**src/rtl/instr_fetch.sv**
```systemverilog
// Instruction fetch: commands the PC stage, keeps one memory read in flight and buffers
// fetched words in a 2-entry FIFO for decode. Define IFETCH_TIMEOUT_EN to bound WAIT.
package instr_fetch_pkg;
  localparam int unsigned XLEN = 16;

  typedef struct packed {
    logic [XLEN-1:0] pc;
    logic [XLEN-1:0] word;
  } fetch_entry_t;
endpackage

module instr_fetch
  import instr_fetch_pkg::*;
(
  input  logic            I_clk,
  input  logic            I_rst_n,
  input  logic [XLEN-1:0] I_pc,
  output logic [1:0]      O_pc_op,
  output logic [XLEN-1:0] O_pc_target,
  output logic            O_mem_req,
  output logic [XLEN-1:0] O_mem_addr,
  input  logic            I_mem_ack,
  input  logic [XLEN-1:0] I_mem_data,
  output logic [XLEN-1:0] O_instr,
  output logic [XLEN-1:0] O_instr_pc,
  output logic            O_instr_valid,
  input  logic            I_instr_ready,
  input  logic            I_branch_taken,
  input  logic [XLEN-1:0] I_branch_target,
  input  logic            I_halt,
  output logic            O_fetch_err
);

  localparam int unsigned CNT_W = 2;
  localparam logic [CNT_W-1:0] CNT_FULL = 2'd2;

  localparam logic [1:0] ST_CLR   = 2'd0;
  localparam logic [1:0] ST_FETCH = 2'd1;
  localparam logic [1:0] ST_WAIT  = 2'd2;
  localparam logic [1:0] ST_STALL = 2'd3;

  localparam logic [1:0] PC_HOLD  = 2'b00;
  localparam logic [1:0] PC_INC   = 2'b01;
  localparam logic [1:0] PC_LOAD  = 2'b10;
  localparam logic [1:0] PC_CLEAR = 2'b11;

  logic [1:0]       state_q, state_d;
  logic [1:0]       pc_op_q, pc_op_d;
  logic [XLEN-1:0]  pc_target_q, pc_target_d;
  logic             mem_req_q, mem_req_d;
  logic [XLEN-1:0]  mem_addr_q, mem_addr_d;
  logic             discard_q, discard_d;
  fetch_entry_t     head_q, head_d, tail_q, tail_d;
  logic [CNT_W-1:0] count_q, count_d;
  logic             valid_q;
  logic             push;
  logic             pop;
  logic             branch;
  logic             pc_pending;
  fetch_entry_t     new_entry;

`ifdef IFETCH_TIMEOUT_EN
  localparam int unsigned TMO_W = 8;
  localparam logic [TMO_W-1:0] TMO_LAST = 8'd254;

  logic [TMO_W-1:0] wait_cnt_q, wait_cnt_d;
  logic             err_q, err_d;
`endif

  assign pop        = valid_q && I_instr_ready;
  assign branch     = I_branch_taken && (state_q != ST_CLR);
  // An increment or load issued last cycle has not reached I_pc yet; a clear after
  // reset only restates the PC stage's own reset value of zero.
  assign pc_pending = (pc_op_q == PC_INC) || (pc_op_q == PC_LOAD);
  assign new_entry  = '{pc: mem_addr_q, word: I_mem_data};

  // Next-state, output and FIFO update logic
  always_comb begin
    state_d     = state_q;
    pc_op_d     = PC_HOLD;
    pc_target_d = pc_target_q;
    mem_req_d   = mem_req_q;
    mem_addr_d  = mem_addr_q;
    discard_d   = discard_q;
    head_d      = head_q;
    tail_d      = tail_q;
    count_d     = count_q;
    push        = 1'b0;
`ifdef IFETCH_TIMEOUT_EN
    wait_cnt_d  = wait_cnt_q;
    err_d       = err_q;
`endif

    case (state_q)
      ST_CLR: begin
        pc_op_d = PC_CLEAR;
        state_d = ST_FETCH;
      end
      ST_FETCH: begin
        if (!I_halt && !branch && !pc_pending && (count_q != CNT_FULL)) begin
          mem_req_d  = 1'b1;
          mem_addr_d = I_pc;
          state_d    = ST_WAIT;
`ifdef IFETCH_TIMEOUT_EN
          wait_cnt_d = '0;
`endif
        end
      end
      ST_WAIT: begin
        if (I_mem_ack) begin
          mem_req_d = 1'b0;
          discard_d = 1'b0;
          state_d   = ST_FETCH;
          if (!discard_q) begin
            push    = 1'b1;
            pc_op_d = PC_INC;
          end
        end
`ifdef IFETCH_TIMEOUT_EN
        else if (wait_cnt_q == TMO_LAST) begin
          mem_req_d = 1'b0;
          discard_d = 1'b0;
          err_d     = 1'b1;
          state_d   = ST_FETCH;
        end else begin
          wait_cnt_d = wait_cnt_q + TMO_W'(1);
        end
`endif
      end
      ST_STALL: begin
        if (pop) state_d = ST_FETCH;
      end
      default: state_d = ST_CLR;
    endcase

    // Head is always entry 0; a pop shifts the tail forward
    case ({push, pop})
      2'b10: begin
        if (count_q == '0) head_d = new_entry;
        else               tail_d = new_entry;
        count_d = count_q + CNT_W'(1);
      end
      2'b01: begin
        head_d  = tail_q;
        count_d = count_q - CNT_W'(1);
      end
      2'b11: begin
        if (count_q == CNT_W'(1)) begin
          head_d = new_entry;
        end else begin
          head_d = tail_q;
          tail_d = new_entry;
        end
      end
      default: ;
    endcase

    if (push && (count_d == CNT_FULL)) state_d = ST_STALL;

    // Redirect wins over push/pop; an outstanding read is waited out and dropped
    if (branch) begin
      pc_op_d     = PC_LOAD;
      pc_target_d = I_branch_target;
      count_d     = '0;
      head_d      = head_q;
      tail_d      = tail_q;
      if (mem_req_d) begin
        discard_d = 1'b1;
        state_d   = ST_WAIT;
      end else begin
        state_d   = ST_FETCH;
      end
    end
  end

  // State and output registers
  always_ff @(posedge I_clk or negedge I_rst_n) begin
    if (!I_rst_n) begin
      state_q     <= ST_CLR;
      pc_op_q     <= PC_HOLD;
      pc_target_q <= '0;
      mem_req_q   <= 1'b0;
      mem_addr_q  <= '0;
      discard_q   <= 1'b0;
      head_q      <= '0;
      tail_q      <= '0;
      count_q     <= '0;
      valid_q     <= 1'b0;
    end else begin
      state_q     <= state_d;
      pc_op_q     <= pc_op_d;
      pc_target_q <= pc_target_d;
      mem_req_q   <= mem_req_d;
      mem_addr_q  <= mem_addr_d;
      discard_q   <= discard_d;
      head_q      <= head_d;
      tail_q      <= tail_d;
      count_q     <= count_d;
      valid_q     <= (count_d != '0);
    end
  end

`ifdef IFETCH_TIMEOUT_EN
  // WAIT cycle counter and sticky timeout flag
  always_ff @(posedge I_clk or negedge I_rst_n) begin
    if (!I_rst_n) begin
      wait_cnt_q <= '0;
      err_q      <= 1'b0;
    end else begin
      wait_cnt_q <= wait_cnt_d;
      err_q      <= err_d;
    end
  end

  assign O_fetch_err = err_q;
`else
  assign O_fetch_err = 1'b0;
`endif

  assign O_pc_op       = pc_op_q;
  assign O_pc_target   = pc_target_q;
  assign O_mem_req     = mem_req_q;
  assign O_mem_addr    = mem_addr_q;
  assign O_instr       = head_q.word;
  assign O_instr_pc    = head_q.pc;
  assign O_instr_valid = valid_q;

endmodule

```
**config.mk**
```make
export PLATFORM = sky130hd
export DESIGN_NAME = instr_fetch
export DESIGN_NICKNAME = d
export VERILOG_FILES = /design/src/rtl/instr_fetch.sv
export SDC_FILE = /design/constraint.sdc
export NUM_CORES = 1
export LEC_CHECK = 0
export CAP_MARGIN = 20
export CORE_ASPECT_RATIO = 0.7
export CORE_MARGIN = 1
export CORE_UTILIZATION = 50
export CTS_BUF_LIST = sky130_fd_sc_hd__clkbuf_8
export CTS_CLUSTER_SIZE = 20
export DETAILED_ROUTE_END_ITERATION = 12
export GPL_ROUTABILITY_DRIVEN = 0
export PLACE_DENSITY = 0.82
export SYNTH_ARGS = -nofsm -noshare
export SYNTH_HDL_FRONTEND = slang
export SYNTH_SLANG_ARGS = --single-unit
```
**constraint.sdc**
```tcl
create_clock -name I_clk -period 2.84 [get_ports I_clk]
set_clock_uncertainty 0.05 [all_clocks]
set_input_delay 0.426 -clock I_clk [delete_from_list [all_inputs] [get_ports I_clk]]
set_output_delay 0.426 -clock I_clk [all_outputs]
set_load 0.02 [all_outputs]
```
==> flow_summary.json, run 1 <==
{
  "hold_viol_final": 0,
  "synth-simple-area-share_pct": 9.66,
  "grt-ovfl-total": 0,
  "fin_setup_tns_ns": 0,
  "synth_top_family_by_area": "multiplexers",
  "ff2ff_path_depth": 10,
  "antenna_found_initial": 0,
  "numCtsBuffers": 9,
  "post_drt_wl_per_cell_microns": 16.7,
  "ant_nets": 0,
  "rsz0062_at_grt": "no",
  "grt_usage_pct": 23.0,
  "drt-pass1-iter-count": 4,
  "ys.flop_type": "dfrtp_1",
  "rrSetupSlack_ns": 0.30,
  "syn_area_sq_um": 4570,
  "finalPower_mw": 6.69,
  "path_clk_slew_ns": 0.10,
  "crit_arrival_ns": 2.75,
  "worstSetupEndpointType": "flip-flop",
  "synth_edf_count": 0,
  "grt_max_degree": 66,
  "synth_xor_area_share_pct": 0.192,
  "crit_family": "simple AND/OR/NAND/NOR gates",
  "ir_worst_vdd_mv": 0.547,
  "drt-total-wl_mm": 10.5,
  "leakagePower_nw": 2.83,
  "ys_seq_area_share_pct": 57.5,
  "boundaryPins": 123,
  "die_w_microns": 116,
  "drt_iter0_drc": 225,
  "cts.path.max_buffers": 2,
  "portBuffers": 121,
  "fill_cells": 635,
  "maxCapViolations": 0,
  "reg2reg_from": "state_q[0]",
  "synth_mux_area_share_pct": 14.7,
  "r2r-end": "tail_q[23]",
  "clockRootBuffer": "clkbuf_8",
  "powerDensity_nw_per_um2": 1080,
  "fmax_mhz": 393,
  "swShare_pct": 37.3,
  "antenna_cells": 0,
  "worstSetupStartpointType": "flip-flop",
  "dp_hpwl_mm": 7.33,
  "fin_crit_ns": 2.54,
  "vias_per_cell": 5.31,
  "async_reset_ff_share_pct": 100,
  "relSlewSlack_pct": 44.8,
  "cts_tree": "done",
  "p_switching_mw": 2.50,
  "tightest_slew_ns": 0.828,
  "min_period_over_period_pct": 89.5,
  "yosysUniqueCellTypes": 34,
  "synth_compound_area_share_pct": 11.2,
  "synth_area_per_cell_sq_um": 12.0,
  "grt_pass1_wl_mm": 16.6,
  "cp_max_fo": 17,
  "hold_class": "in2async",
  "cts_max_level": 3,
  "critPathSlowestCell": "dfrtp_1",
  "rows": 28,
  "nNetsFinal": 569,
  "crit_chain": "inv_1 > ha_1 > nand2_1 > or2_2 > inv_1 > ha_1 > nand2_1 > o2111ai_4 > buf_12 > mux2_1",
  "cts_hold_buf": 0,
  "critPathRequiredTime_ns": 3.04,
  "insertion_delay_ns": 0.36,
  "die-height_microns": 82.0,
  "dieArea_sq_um": 9530,
  "via_count": 3337,
  "ctsResizeCount": 0,
  "area_growth_pct": 35.1,
  "grt_pass1_vias": 3418,
  "ys_ff_latch": 105,
  "synthCells": 382,
  "p_int_mw": 4.19,
  "combPwrFrac_pct": 46.1,
  "post_cts_buffers": 0,
  "status": "complete, no violations",
  "synth_warnings": 0,
  "start_util_pct": 52.8,
  "p_seq_share_pct": 39.7,
  "setup_violations": 0,
  "synthAdderAreaFrac_pct": 3.28,
  "pwr-share-clk_pct": 14.2,
  "critPathBufInv": 3,
  "criticalPathCategory": "reg2reg",
  "critPathMaxStageDelay_ns": 0.43,
  "drive_gt1_share_pct": 16.3,
  "synth_fp_nets": 448,
  "drc_errors": 0,
  "cts.sinks": 105,
  "core_area_sq_um": 8650,
  "slew_viol_final": 0
}
power groups by stage:
stage,clock network (mW),registers [mW],logic (mW)
after floorplan,0,3.10,1.27
after global placement,0,2.65,2.98
after detailed placement,0,2.68,3.09
after CTS,0.962,2.66,3.10
after global routing,1.03,2.74,3.33
final,0.949,2.66,3.08
final cells by class:
class / instances / area, sq um / share of cell area, %
sequential: 105 / 2630 / 42.6
multi-input combinational: 246 / 1810 / 29.4
timing repair buffer: 131 / 1350 / 21.8
tap: 120 / 150 / 2.43
clock buffer: 9 / 124 / 2.01
clock inverter: 7 / 76.3 / 1.24
inverter: 10 / 37.5 / 0.608
layout by cell type, fill, tap and decap left out, drive strengths merged, types with 3 or more instances in the layout:
| cell | count |
|---|---|
| a21oi | 34 |
| a22oi | 32 |
| buf | 11 |
| clkbuf | 9 |
| clkdlybuf4s50 | 120 |
| dfrtp | 105 |
| ha | 12 |
| inv | 12 |
| mux2 | 49 |
| nand2 | 54 |
| nand3 | 3 |
| nor2 | 33 |
| nor2b | 4 |
| o21ai | 4 |
| or2 | 3 |
kinds of logic after synthesis:
kind of cell             Yosys count
adder cells (fa/ha/maj)           12
flip-flops                       105
multiplexers                      51
buffers and inverters             31
other                              1
AO/OA/AOI/OAI                     80
XOR/XNOR                           1
AND/OR/NAND/NOR                  101
how the worst max path moves through the flow:
stage / startpoint / end / slack [ns] / cells after the start
after floorplan: state_q[0] / tail_q[23] / 0.60 / 10
after global placement: I_mem_ack / tail_q[16] / 0.22 / 9
after detailed placement: I_mem_ack / tail_q[17] / 0.12 / 9
after CTS: state_q[0] / tail_q[23] / 0.32 / 10
after global routing: state_q[0] / state_q[1] / 0.17 / 10
final: state_q[0] / tail_q[23] / 0.30 / 10
layer usage:
layer | GRT usage [%] | share of wire [%] | up-vias
met3 | 5.98 | 6.6 | 16
met4 | 6.03 | 1.4 | 0
met1 | 30.1 | 45 | 1646
met2 | 38.1 | 47 | 118
li1 | - | - | 1557
met5 | 0 | 0 | -
through the flow:
stage | hold slack (ns) | cells | worst slack [ns] | util, % | area [sq um]
after global placement | 0.408 | 612 | 0.219 | 69.0 | 5970
after floorplan | 0.0804 | 382 | 0.599 | - | 4570
final | 0.0814 | 628 | 0.297 | 71.4 | 6170
after global routing | 0.154 | 628 | 0.171 | 71.4 | 6170
after CTS | 0.123 | 628 | 0.317 | 71.4 | 6170
after detailed placement | 0.415 | 612 | 0.121 | 69.0 | 5970
cell usage after synthesis, types with 2 or more instances:
library cell | count | area share, %
mux2_1 | 3 | 0.74
buf_4 | 4 | 0.66
o21ai_0 | 4 | 0.44
mux2_2 | 19 | 4.7
a211oi_1 | 2 | 0.33
a21oi_1 | 34 | 3.7
o31ai_1 | 2 | 0.33
ha_1 | 12 | 3.3
inv_1 | 10 | 0.82
a22oi_1 | 32 | 5.3
nand2_1 | 54 | 4.4
dfrtp_1 | 105 | 57
mux2i_1 | 2 | 0.44
buf_2 | 11 | 1.2
or2_2 | 3 | 0.41
nor2b_1 | 3 | 0.41
nand3_1 | 2 | 0.22
nor2_1 | 33 | 2.7
clkbuf_1 | 5 | 0.41
mux2_4 | 27 | 8.9
o21bai_1 | 2 | 0.33
registers in the layout, indices dropped and copies added (netlist names):
name / count
O_pc_target: 16
tail_q: 32
O_instr_pc: 16
O_pc_op: 2
O_instr_valid: 1
O_mem_req: 1
discard_q: 1
state_q: 2
O_instr: 16
O_mem_addr: 16
count_q: 2
worst reg2reg max path, cell delays in order, from the launching register on:
cell	delay, ns
dfrtp_1	0.43
inv_1	0.12
ha_1	0.18
nand2_1	0.08
or2_2	0.32
inv_1	0.13
ha_1	0.30
nand2_1	0.14
o2111ai_4	0.12
buf_12	0.22
mux2_1	0.34
(Power assumes the default switching activity.)
==> inputs of run 2 (changes only) <==
--- a/config.mk
+++ b/config.mk
@@ -14,6 +14,7 @@
 export DETAILED_ROUTE_END_ITERATION = 12
 export GPL_ROUTABILITY_DRIVEN = 0
 export PLACE_DENSITY = 0.82
+export RECOVER_POWER = 50
 export SYNTH_ARGS = -nofsm -noshare
 export SYNTH_HDL_FRONTEND = slang
 export SYNTH_SLANG_ARGS = --single-unit
==> flow_summary.json, run 2 (same netlist as run 1, synthesis figures left out) <==
{
  "relSlewSlack_pct": -5.73,
  "cts.path.max_buffers": 2,
  "post-place-ws_ns": 0.121,
  "status": "complete, but fails checks",
  "grt_max_degree": 66,
  "antenna_found_initial": 0,
  "finalPower_mw": 6.64,
  "ctsResizeCount": 0,
  "reg2reg_from": "state_q[1]",
  "multi_input_area_sq_um": 1810,
  "layout_common_cells": "105 x dfrtp_1, 105 x clkdlybuf4s50_1, 54 x nand2_1",
  "hold_class": "in2async",
  "r2r-end": "tail_q[23]",
  "combPwrFrac_pct": 45.8,
  "core_area_sq_um": 8650,
  "drt-total-wl_mm": 10.4,
  "cts_tree": "done",
  "fmax_mhz": 384,
  "via_count": 3323,
  "worstSetupEndpointType": "flip-flop",
  "final_core_util_pct": 71.1,
  "crit_arrival_ns": 2.80,
  "die-height_microns": 82.0,
  "largest_register_ffs": 32,
  "cts.sinks": 105,
  "ir_worst_vdd_mv": 0.547,
  "boundaryPins": 123,
  "grt-ovfl-total": 0,
  "ff2ff_path_depth": 6,
  "post_drt_wl_per_cell_microns": 16.6,
  "drive_gt1_share_pct": 16.1,
  "portBuffers": 121,
  "pwr-share-clk_pct": 14.2,
  "swShare_pct": 37.4,
  "postLayoutSetupSlackWorst_ns": 0.237,
  "seq_area_sq_um": 2630,
  "vias_per_cell": 5.29,
  "min_period_over_period_pct": 91.7,
  "rows": 28,
  "start_util_pct": 52.8,
  "critPathRequiredTime_ns": 3.04,
  "dieArea_sq_um": 9530,
  "leakagePower_nw": 2.82,
  "numCtsBuffers": 9,
  "area_growth_pct": 34.7,
  "powerDensity_nw_per_um2": 1080,
  "tightest_slew_ns": 1.59,
  "grt_pass1_wl_mm": 16.6,
  "fin_setup_tns_ns": 0,
  "finalNonFillerCells": 628,
  "worstSetupStartpointType": "flip-flop",
  "die_w_microns": 116,
  "fin_crit_ns": 2.60,
  "post_cts_buffers": 0,
  "p_seq_share_pct": 40.0,
  "maxCapViolations": 1,
  "dp_hpwl_mm": 7.33,
  "dp.cells": 612,
  "rsz0062_at_grt": "no",
  "ant_nets": 0,
  "criticalPathCategory": "reg2reg",
  "cts_hold_buf": 0,
  "cp_max_fo": 22,
  "setup_violations": 0,
  "antenna_cells": 0,
  "critPathLaunch": "state_q[1]",
  "cts_max_level": 3,
  "path_clk_slew_ns": 0.10,
  "rrSetupSlack_ns": 0.24,
  "drc_errors": 0,
  "grt_pass1_vias": 3418,
  "grt_usage_pct": 23.0,
  "slew_viol_final": 66,
  "nNetsFinal": 569,
  "p_switching_mw": 2.48,
  "hold_viol_final": 0,
  "drt-pass1-iter-count": 4,
  "fill_cells": 638,
  "clockRootBuffer": "clkbuf_8",
  "p_int_mw": 4.16,
  "top_register": "tail_q",
  "insertion_delay_ns": 0.36,
  "drt_iter0_drc": 218,
  "violations": "max-capacitance violations, max-slew violations"
}
[run 2: layout make-up]
class,count,share of cell area (%)
multi-input combinational,246,29.4
sequential,105,42.7
tap,120,2.44
clock inverter,7,1.24
inverter,10,0.610
timing repair buffer,131,21.6
clock buffer,9,2.01
[run 2: worst max path at each step]
stage                      end
floorplan           tail_q[23]
global route        tail_q[23]
global placement    tail_q[16]
CTS                 tail_q[23]
detailed placement  tail_q[17]
finish              tail_q[23]
[run 2: metal layers]
metal | vias to the layer above | track usage [%] | share of wire, %
li1 | 1562 | - | -
met4 | 0 | 6.03 | 0.83
met2 | 107 | 38.1 | 49
met3 | 10 | 5.98 | 6.2
met5 | - | 0 | 0
met1 | 1644 | 30.1 | 44
[run 2: critical path, stage by stage (launching register included)]
cell and delay (ns):
dfrtp_1 0.45, inv_1 0.13, ha_1 0.24, nand2b_1 0.78
o2111ai_4 0.28, buf_12 0.24, mux2_1 0.32
[run 2: through the flow]
| stage | hold WS [ns] | cell area [sq um] |
|---|---|---|
| 2_1_floorplan | 0.0804 | 4570 |
| 3_3_place_gp | 0.408 | 5970 |
| 3_5_place_dp | 0.415 | 5970 |
| 4_1_cts | 0.123 | 6170 |
| 5_1_grt | 0.457 | 6150 |
| 6_report | 0.383 | 6150 |
[run 2: power by group through the flow]
stage / clock network, mW / registers, mW / logic (mW)
6_report: 0.941 / 2.66 / 3.04
4_1_cts: 0.962 / 2.66 / 3.10
2_1_floorplan: 0 / 3.10 / 1.27
3_5_place_dp: 0 / 2.68 / 3.09
5_1_grt: 1.03 / 2.74 / 3.29
3_3_place_gp: 0 / 2.65 / 2.98
==> inputs of run 3 (changes only) <==
==> constraint.sdc (replaced) <==
create_clock -name I_clk -period 2.84 [get_ports I_clk]
set_clock_uncertainty 0.05 [all_clocks]
set_input_delay 0.426 -clock I_clk [delete_from_list [all_inputs] [get_ports I_clk]]
set_output_delay 0.426 -clock I_clk [all_outputs]
set_load 0.005 [all_outputs]
==> flow_summary.json, run 3 (same netlist as run 1, synthesis figures left out) <==
{
  "ant_nets": 0,
  "boundaryPins": 123,
  "core_area_sq_um": 8650,
  "post_cts_buffers": 0,
  "maxCapViolations": 1,
  "p_seq_share_pct": 43.6,
  "cts_max_level": 3,
  "path_clk_slew_ns": 0.10,
  "numCtsBuffers": 9,
  "setup_violations": 0,
  "hold_class": "in2async",
  "dp.cells": 612,
  "swShare_pct": 32.4,
  "cts.path.max_buffers": 2,
  "ir_worst_vdd_mv": 0.470,
  "via_count": 3323,
  "antenna_cells": 0,
  "fin_setup_tns_ns": 0,
  "rows": 28,
  "fmax_mhz": 385,
  "tightest_slew_ns": 1.58,
  "cts_hold_buf": 0,
  "fin_crit_ns": 2.59,
  "slew_viol_final": 66,
  "relSlewSlack_pct": -5.47,
  "drt_iter0_drc": 219,
  "cts.sinks": 105,
  "cp_max_fo": 22,
  "drc_errors": 0,
  "layout_commonest_cell": "dfrtp_1",
  "min_period_over_period_pct": 91.4,
  "grt-ovfl-total": 0,
  "clockRootBuffer": "clkbuf_8",
  "insertion_delay_ns": 0.36,
  "die-height_microns": 82.0,
  "drive_gt1_share_pct": 16.1,
  "combPwrFrac_pct": 41.0,
  "met1_usage_pct": 30.1,
  "drt-pass1-iter-count": 4,
  "hold_viol_final": 0,
  "grt_usage_pct": 23.0,
  "grt.met3_usage_pct": 5.98,
  "finalNonFillerCells": 628,
  "dieArea_sq_um": 9530,
  "finalPower_mw": 6.09,
  "rrSetupSlack_ns": 0.25,
  "start_util_pct": 52.8,
  "worstSetupStartpointType": "flip-flop",
  "grt_pass1_vias": 3418,
  "drt-total-wl_mm": 10.4,
  "vias_per_cell": 5.29,
  "ctsResizeCount": 0,
  "dp_hpwl_mm": 7.33,
  "criticalPathCategory": "reg2reg",
  "area_growth_pct": 34.7,
  "status": "complete, but fails checks",
  "grt_use_met2_pct": 38.1,
  "p_int_mw": 4.12,
  "post_drt_wl_per_cell_microns": 16.6,
  "r2r-end": "tail_q[23]",
  "top_register": "tail_q",
  "powerDensity_nw_per_um2": 990,
  "pwr-share-clk_pct": 15.4,
  "reg2reg_from": "state_q[1]",
  "antenna_found_initial": 0,
  "p_switching_mw": 1.98,
  "largest_register_ffs": 32,
  "critPathRequiredTime_ns": 3.04,
  "violations": "max-capacitance violations, max-slew violations",
  "nNetsFinal": 569,
  "ff2ff_path_depth": 6,
  "grt_max_degree": 66,
  "grt_pass1_wl_mm": 16.6,
  "rsz0062_at_grt": "no",
  "fin_hold_ws_ns": 0.381,
  "crit_arrival_ns": 2.79,
  "cts_tree": "done",
  "leakagePower_nw": 2.83,
  "layout_common_cells": "105 x dfrtp_1, 93 x clkdlybuf4s50_1, 54 x nand2_1",
  "die_w_microns": 116,
  "portBuffers": 121,
  "grt.busiest_layer": "met2",
  "worstSetupEndpointType": "flip-flop"
}
-- run 3: per-stage QoR --
step	cell area (sq um)	setup slack (ns)	util, %
finish	6150	0.245	71.1
global route	6150	0.102	71.1
CTS	6170	0.317	71.4
detailed placement	5970	0.121	69.0
global placement	5970	0.219	69.0
floorplan	4570	0.599	-
-- run 3: worst max-delay path, stage by stage, from the launching register on --
cell and delay, ns:
dfrtp_1 0.45, inv_1 0.13, ha_1 0.24, nand2b_1 0.76
o2111ai_4 0.28, buf_12 0.24, mux2_1 0.32
-- run 3: worst max-delay path by stage --
| stage | startpoint | end | depth (start not counted) |
|---|---|---|---|
| 6_report | state_q[1] | tail_q[23] | 6 |
| 5_1_grt | state_q[1] | tail_q[23] | 6 |
| 4_1_cts | state_q[0] | tail_q[23] | 10 |
| 3_5_place_dp | I_mem_ack | tail_q[17] | 9 |
| 3_3_place_gp | I_mem_ack | tail_q[16] | 9 |
| 2_1_floorplan | state_q[0] | tail_q[23] | 10 |
-- run 3: power groups by stage --
stage	Combinational, mW	Sequential [mW]	Clock (mW)
finish	2.50	2.65	0.940
global route	2.75	2.73	1.03
CTS	2.58	2.66	0.962
detailed placement	2.57	2.68	0
global placement	2.46	2.65	0
floorplan	1.27	2.60	0
-- run 3: area by class of cell --
class / instances / area [sq um]
Clock buffer: 9 / 124
Timing Repair Buffer: 131 / 1330
Tap cell: 120 / 150
Fill cell: 638 / 2500
Sequential cell: 105 / 2630
Multi-Input combinational cell: 246 / 1810
Inverter: 10 / 37.5
Clock inverter: 7 / 76.3
-- run 3: routing by layer --
layer  up-vias  routed length, microns
li1       1562                       -
met1      1648                    4670
met2       103                    5040
met3        10                     626
met4         0                      86
met5         -                       0
